**config.mk**
```make
export PLATFORM = sky130hd
export DESIGN_NAME = reg_alu_ctrl
export DESIGN_NICKNAME = d
export VERILOG_FILES = /design/src/rtl/reg_alu_ctrl_pkg.sv /design/src/rtl/reg_alu_ctrl_decode.sv /design/src/rtl/reg_alu_ctrl.sv
export SDC_FILE = /design/constraint.sdc
export NUM_CORES = 1
export LEC_CHECK = 0
export ABC_CLOCK_PERIOD_IN_PS = 3200
export CAP_MARGIN = 5
export CORE_MARGIN = 2
export CORE_UTILIZATION = 35
export CTS_BUF_LIST = sky130_fd_sc_hd__clkbuf_8
export DETAILED_ROUTE_END_ITERATION = 6
export GPL_ROUTABILITY_DRIVEN = 0
export MAX_ROUTING_LAYER = met4
export PLACE_DENSITY = 0.79
export SYNTH_ARGS = -nofsm -noshare
export SYNTH_HDL_FRONTEND = slang
export SYNTH_SLANG_ARGS = --single-unit
```
**constraint.sdc**
```tcl
create_clock -name clk -period 3.2 [get_ports clk]
set_input_delay 0.64 -clock clk [delete_from_list [all_inputs] [get_ports clk]]
set_output_delay 0.64 -clock clk [all_outputs]
set_load 0.1 [all_outputs]
```
**src/rtl/reg_alu_ctrl_pkg.sv**
```systemverilog
`default_nettype none
// ============================================================================
// Module   : reg_alu_ctrl_pkg
// Brief    : Opcodes, ALU ops, FSM encoding and control bundle for reg_alu_ctrl
// Revision : 1.0
// ============================================================================
package reg_alu_ctrl_pkg;

  localparam int DATA_W  = 16;
  localparam int ADDR_W  = 3;
  localparam int STATE_W = 3;

  localparam logic [1:0] OPC_LDI = 2'b00;
  localparam logic [1:0] OPC_ALU = 2'b01;
  localparam logic [1:0] OPC_RD  = 2'b10;
  localparam logic [1:0] OPC_RSV = 2'b11;

  localparam logic [1:0] ALU_ADD = 2'b00;
  localparam logic [1:0] ALU_SUB = 2'b01;
  localparam logic [1:0] ALU_AND = 2'b10;
  localparam logic [1:0] ALU_OR  = 2'b11;

  typedef logic [STATE_W-1:0] state_t;

  localparam state_t ST_FETCH = 3'd0;
  localparam state_t ST_IMM   = 3'd1;
  localparam state_t ST_WRITE = 3'd2;
  localparam state_t ST_EXEC  = 3'd3;
  localparam state_t ST_READ  = 3'd4;
  localparam state_t ST_RESP  = 3'd5;

  typedef struct packed {
    logic              sel;
    logic              wr;
    logic [1:0]        op;
    logic [ADDR_W-1:0] rd_addr_a;
    logic [ADDR_W-1:0] rd_addr_b;
    logic [ADDR_W-1:0] wr_addr;
  } ctrl_t;

  function automatic logic [1:0] opcode_of(input logic [DATA_W-1:0] word);
    return word[15:14];
  endfunction

endpackage
`default_nettype wire

```
**src/rtl/reg_alu_ctrl_decode.sv**
```systemverilog
`default_nettype none
// ============================================================================
// Module   : reg_alu_ctrl_decode
// Brief    : Maps FSM state plus latched instruction fields to datapath controls
// Revision : 1.0
// ============================================================================
module reg_alu_ctrl_decode
  import reg_alu_ctrl_pkg::*;
(
  input  logic         en,
  input  state_t       state,
  input  logic [13:3]  ir,
  output ctrl_t        ctrl
);

  always_comb begin
    ctrl = '0;
    // en low forces every control to its idle value, so reset never writes
    if (en) begin
      case (state)
        ST_WRITE: begin
          ctrl.wr      = 1'b1;
          ctrl.sel     = 1'b0;
          ctrl.wr_addr = ir[13:11];
        end
        ST_EXEC: begin
          ctrl.wr        = 1'b1;
          ctrl.sel       = 1'b1;
          ctrl.op        = ir[13:12];
          ctrl.rd_addr_a = ir[8:6];
          ctrl.rd_addr_b = ir[5:3];
          ctrl.wr_addr   = ir[11:9];
        end
        ST_READ: begin
          ctrl.rd_addr_a = ir[8:6];
          ctrl.rd_addr_b = ir[5:3];
        end
        default: ctrl = '0;
      endcase
    end
  end

endmodule
`default_nettype wire

```
**src/rtl/reg_alu_ctrl.sv**
```systemverilog
`default_nettype none
// ============================================================================
// Module   : reg_alu_ctrl
// Brief    : Instruction sequencer driving the reg_alu register file / ALU
// Revision : 1.0
// ============================================================================
module reg_alu_ctrl
  import reg_alu_ctrl_pkg::*;
(
  input  logic              clk,
  input  logic              reset,
  input  logic              instr_valid,
  input  logic [DATA_W-1:0] instr,
  output logic              instr_ready,
  output logic              res_valid,
  output logic [DATA_W-1:0] res_a,
  output logic [DATA_W-1:0] res_b,
  input  logic              res_ready,
  output logic              carry,
  output logic              illegal,
  output logic              sel,
  output logic              wr,
  output logic [1:0]        op,
  output logic [ADDR_W-1:0] rd_addr_a,
  output logic [ADDR_W-1:0] rd_addr_b,
  output logic [ADDR_W-1:0] wr_addr,
  output logic [DATA_W-1:0] d_in,
  input  logic [DATA_W-1:0] d_out_a,
  input  logic [DATA_W-1:0] d_out_b,
  input  logic              cout
);

  state_t             r_state;
  state_t             w_next;
  logic [13:3]        r_ir;
  logic [DATA_W-1:0]  r_d_in;
  logic [DATA_W-1:0]  r_res_a;
  logic [DATA_W-1:0]  r_res_b;
  logic               r_carry;
  logic               r_illegal;
  logic               w_accept;
  ctrl_t              w_ctrl;

  assign w_accept = instr_valid && instr_ready;

  always_ff @(posedge clk) begin
    if (reset) r_state <= ST_FETCH;
    else       r_state <= w_next;
  end

  always_comb begin
    w_next = r_state;
    case (r_state)
      ST_FETCH: begin
        if (w_accept) begin
          case (opcode_of(instr))
            OPC_LDI: w_next = ST_IMM;
            OPC_ALU: w_next = ST_EXEC;
            OPC_RD:  w_next = ST_READ;
            default: w_next = ST_FETCH;
          endcase
        end
      end
      ST_IMM:   if (w_accept) w_next = ST_WRITE;
      ST_WRITE: w_next = ST_FETCH;
      ST_EXEC:  w_next = ST_FETCH;
      ST_READ:  w_next = ST_RESP;
      ST_RESP:  if (res_ready) w_next = ST_FETCH;
      default:  w_next = ST_FETCH;
    endcase
  end

  always_comb begin
    instr_ready = 1'b0;
    res_valid   = 1'b0;
    if (!reset) begin
      instr_ready = (r_state == ST_FETCH) || (r_state == ST_IMM);
      res_valid   = (r_state == ST_RESP);
    end
  end

  // Header lands in r_ir; the immediate word bypasses it into r_d_in
  always_ff @(posedge clk) begin
    if (reset) begin
      r_ir      <= '0;
      r_d_in    <= '0;
      r_res_a   <= '0;
      r_res_b   <= '0;
      r_carry   <= 1'b0;
      r_illegal <= 1'b0;
    end else begin
      if (w_accept && r_state == ST_FETCH) begin
        r_ir <= instr[13:3];
        if (opcode_of(instr) == OPC_RSV) r_illegal <= 1'b1;
      end
      if (w_accept && r_state == ST_IMM) r_d_in <= instr;
      if (r_state == ST_EXEC) r_carry <= cout;
      if (r_state == ST_READ) begin
        r_res_a <= d_out_a;
        r_res_b <= d_out_b;
      end
    end
  end

  reg_alu_ctrl_decode u_decode (
    .en    (!reset),
    .state (r_state),
    .ir    (r_ir),
    .ctrl  (w_ctrl)
  );

  assign sel       = w_ctrl.sel;
  assign wr        = w_ctrl.wr;
  assign op        = w_ctrl.op;
  assign rd_addr_a = w_ctrl.rd_addr_a;
  assign rd_addr_b = w_ctrl.rd_addr_b;
  assign wr_addr   = w_ctrl.wr_addr;
  assign d_in      = r_d_in;
  assign res_a     = r_res_a;
  assign res_b     = r_res_b;
  assign carry     = r_carry;
  assign illegal   = r_illegal;

endmodule
`default_nettype wire

```
==> summary.md <==
| Metric | Value |
|---|---|
| Status | `complete, no violations` |
| Syn_area_per_cell | `8.919 um2` |
| Layout Cells excl Fill | `between 400 and 500` |
| Post-Syn Nets | `334` |
| Worst-margin pin slew | `672.3 ps` |
| Starting DRT DRC Count | `103` |
| WL per Instance | `about 14 um` |
| Max stage delay on crit path | `slightly below 600 ps` |
| Flop pwr share | `44.9%` |
| Post-route minimum period | `2945 ps` |
| Finished Cell Area | `3966 um2` |
| Post-synth top flop | `dfxtp_1` |
| CTS max path bufs | `2` |
| DPL Wire Length | `5134 um` |
| Number of placed cells counting well taps | `478` |
| Net Sw Frac | `a little under a third` |
| Worst EP arrival | `2310 ps` |
| CTS tree | `done` |
| Commonest non-fill, non-tap cell in the layout | `nand2_1` |
| LEAKAGE | `1.692 nW` |
| Hold Crit Class | `reg2reg` |
| Vias in the first global route | `about 2400` |
| Final Cycle Share | `roughly 92%` |
| Clock Sinks | `64` |
| Crit. End Element | `primary output` |
| Clk Tree Root Cell | `clkbuf_8` |
| Final hold vios | `0` |
| Total CTS buffers | `9` |
| RSZ-0062 raised after global routing | `false` |
| Core region area | `6869 um2` |
| Final Setup Violations | `0` |
| Layout cells sized above 1 | `30.15%` |
| Critical Path RT | `2560 ps` |
| # H-tree levels | `3` |
| Placed cell areas | `3779 um2` |
| Fmax | `~340 MHz` |
| Worst-Skew Late Latency | `330 ps` |
| Yosys cell types | `32` |
| Synth Warn # | `0` |
| Post-cts gate resize count | `0` |
| FF+latch count, synth | `64` |
| Port Buffers | `117` |
| Cell Area, Synth | `2506 um2` |
| GRT Overall Usage | `19.00%` |
| Int Pwr | `roughly 1.3 mW` |
| Number of remaining DRC errors | `0` |
| Grt total ovfl | `0` |
| Combinational share of power | `20.8%` |
| Final Util | `57.74%` |
| Flop2flop setup slack | `1040 ps` |
| DIE HEIGHT | `slightly below 90 um` |
| Row count | `30` |
| N_diodes | `0` |
| Critical path class | `reg2out` |
| Drt total wl | `7147 um` |
| CP max FO | `12` |
| Power per Cell Area | `482.5 nW/um2` |
| Post-route antenna net violation count | `0` |
| Pre-CTS setup slack | `roughly 650 ps` |
| Switching pwr | `0.5903 mW` |
| Largest net degree at the start of global routing | `33` |
| Slack of the critical path | `around 250 ps` |
| Clk slew on worst S/H paths | `70 ps` |
| VDD IR max | `roughly 0.28 mV` |
| Most frequent cells in the layout | `68 x nand2_1, 64 x dfxtp_1, 57 x buf_4, 51 x clkdlybuf4s50_1, 34 x a21oi_1` |
| Cells after Synth | `281` |
| Num ports | `118` |
| Worst Skew | `approximately 5.7 ps` |
| Die X | `88.62 um` |
| Crit path cell chain | `or3b_1 -> a21oi_1 -> and2_1 -> buf_12` |
| # nets final | `between 400 and 500` |
| Initial antenna violation count | `0` |
| DR vias | `between 2000 and 2500` |
| First-pass GRT wire length | `around 11000 um` |
| Initial Utilization | `a little over a third` |
| Clock power share | `34.3%` |
| Syn-to-layout area delta | `58.26%` |
| Post-CTS Setup Inserts | `0` |
| Slew headroom | `54.99%` |
| Async SR Flop Fraction | `0%` |
| Post-synth EDFFs | `0` |
| DRT Pass-1 Iters | `4` |
| Worst Setup Start Kind | `register` |
| Final setup TNS | `0 ps` |
| Max Cap Viol | `0` |
| Crit-path slowest cell | `dfxtp_1` |
| Pins Over Slew Limit | `0` |
| DR vias/cell | `about 4.9` |
| Die area | `7854 um2` |
| Post-synthesis sequential area ratio | `about half` |
| Hold buffer count at cts | `0` |
## critical path, delay by kind of cell (launching register included)
kind            cells  cell delay [ps]
flops               1              590
buf+inv             1              190
compound gates      1              500
simple gates        2              680
## cell families after synthesis
kind of cell	synth area share, %
AND/OR/NAND/NOR	24.86
multiplexers	1.997
flip-flops	51.12
buffers and inverters	5.092
AO/OA/AOI/OAI	16.92
## stage by stage
stage / hold slack, ps / total power [mW]
after global routing: 483.8 / 1.995
after detailed placement: 448.3 / 1.275
after CTS: 458.5 / 1.934
final: 456.9 / 1.914
after floorplan: 451.4 / 1.136
after global placement: 441.9 / 1.271
## power groups by stage
stage	sequential (mW)	combinational [mW]	clock [mW]
2_1_floorplan	1.02	0.121	0
3_3_place_gp	0.877	0.394	0
3_5_place_dp	0.878	0.397	0
4_1_cts	0.860	0.399	0.675
5_1_grt	0.864	0.417	0.713
6_report	0.860	0.398	0.656
## sequential cells by signal (all words and copies together) (netlist names)
signal / cells
illegal: 1
carry: 1
res_a: 16
res_b: 16
d_in: 16
r_ir: 11
r_state: 3
## area by class of cell
type / instances / area (um2)
clock buffer: 9 / 123.9
clock inverter: 7 / 63.81
fill: 606 / 2903
inverter: 4 / 15.01
multi-input combinational: 190 / 1119
sequential: 64 / 1281
tap: 96 / 120.1
timing repair buffer: 124 / 1244
## final timing paths
| path | cells after the start | from | endpoint |
|---|---|---|---|
| worst max-delay path | 4 | r_state[2]$_SDFFE_PP0P_ | rd_addr_b[1] |
| worst min register to register | 2 | res_b[0]$_SDFFE_PP0N_ | res_b[0]$_SDFFE_PP0N_ |
| worst max register to register | 3 | r_state[0]$_SDFFE_PP0P_ | d_in[9]$_SDFFE_PP0P_ |
| worst min-delay path | 2 | res_b[0]$_SDFFE_PP0N_ | res_b[0]$_SDFFE_PP0N_ |
## metal layers
metal  wire length (um)  up-vias  global-route usage, %
met5                  0        -                      -
li1                   -     1195                      -
met2               3487       84                  30.94
met4                178        0                  9.229
met1               2933     1120                  20.88
met3                548       19                  6.157
## synthesized netlist by cell type, drive strengths merged (2+ instances only)
master	instances	share of area (%)
nand3b	3	0.90
and2	8	2.0
nor3	2	0.60
nand2	69	10
a31o	26	9.1
buf	13	2.9
clkbuf	10	1.5
a21oi	34	6.8
dfxtp	64	51
nor2	5	0.75
and3	26	6.5
mux2i	5	2.0
inv	4	0.60
No activity file was read; power rests on OpenSTA's default activity.
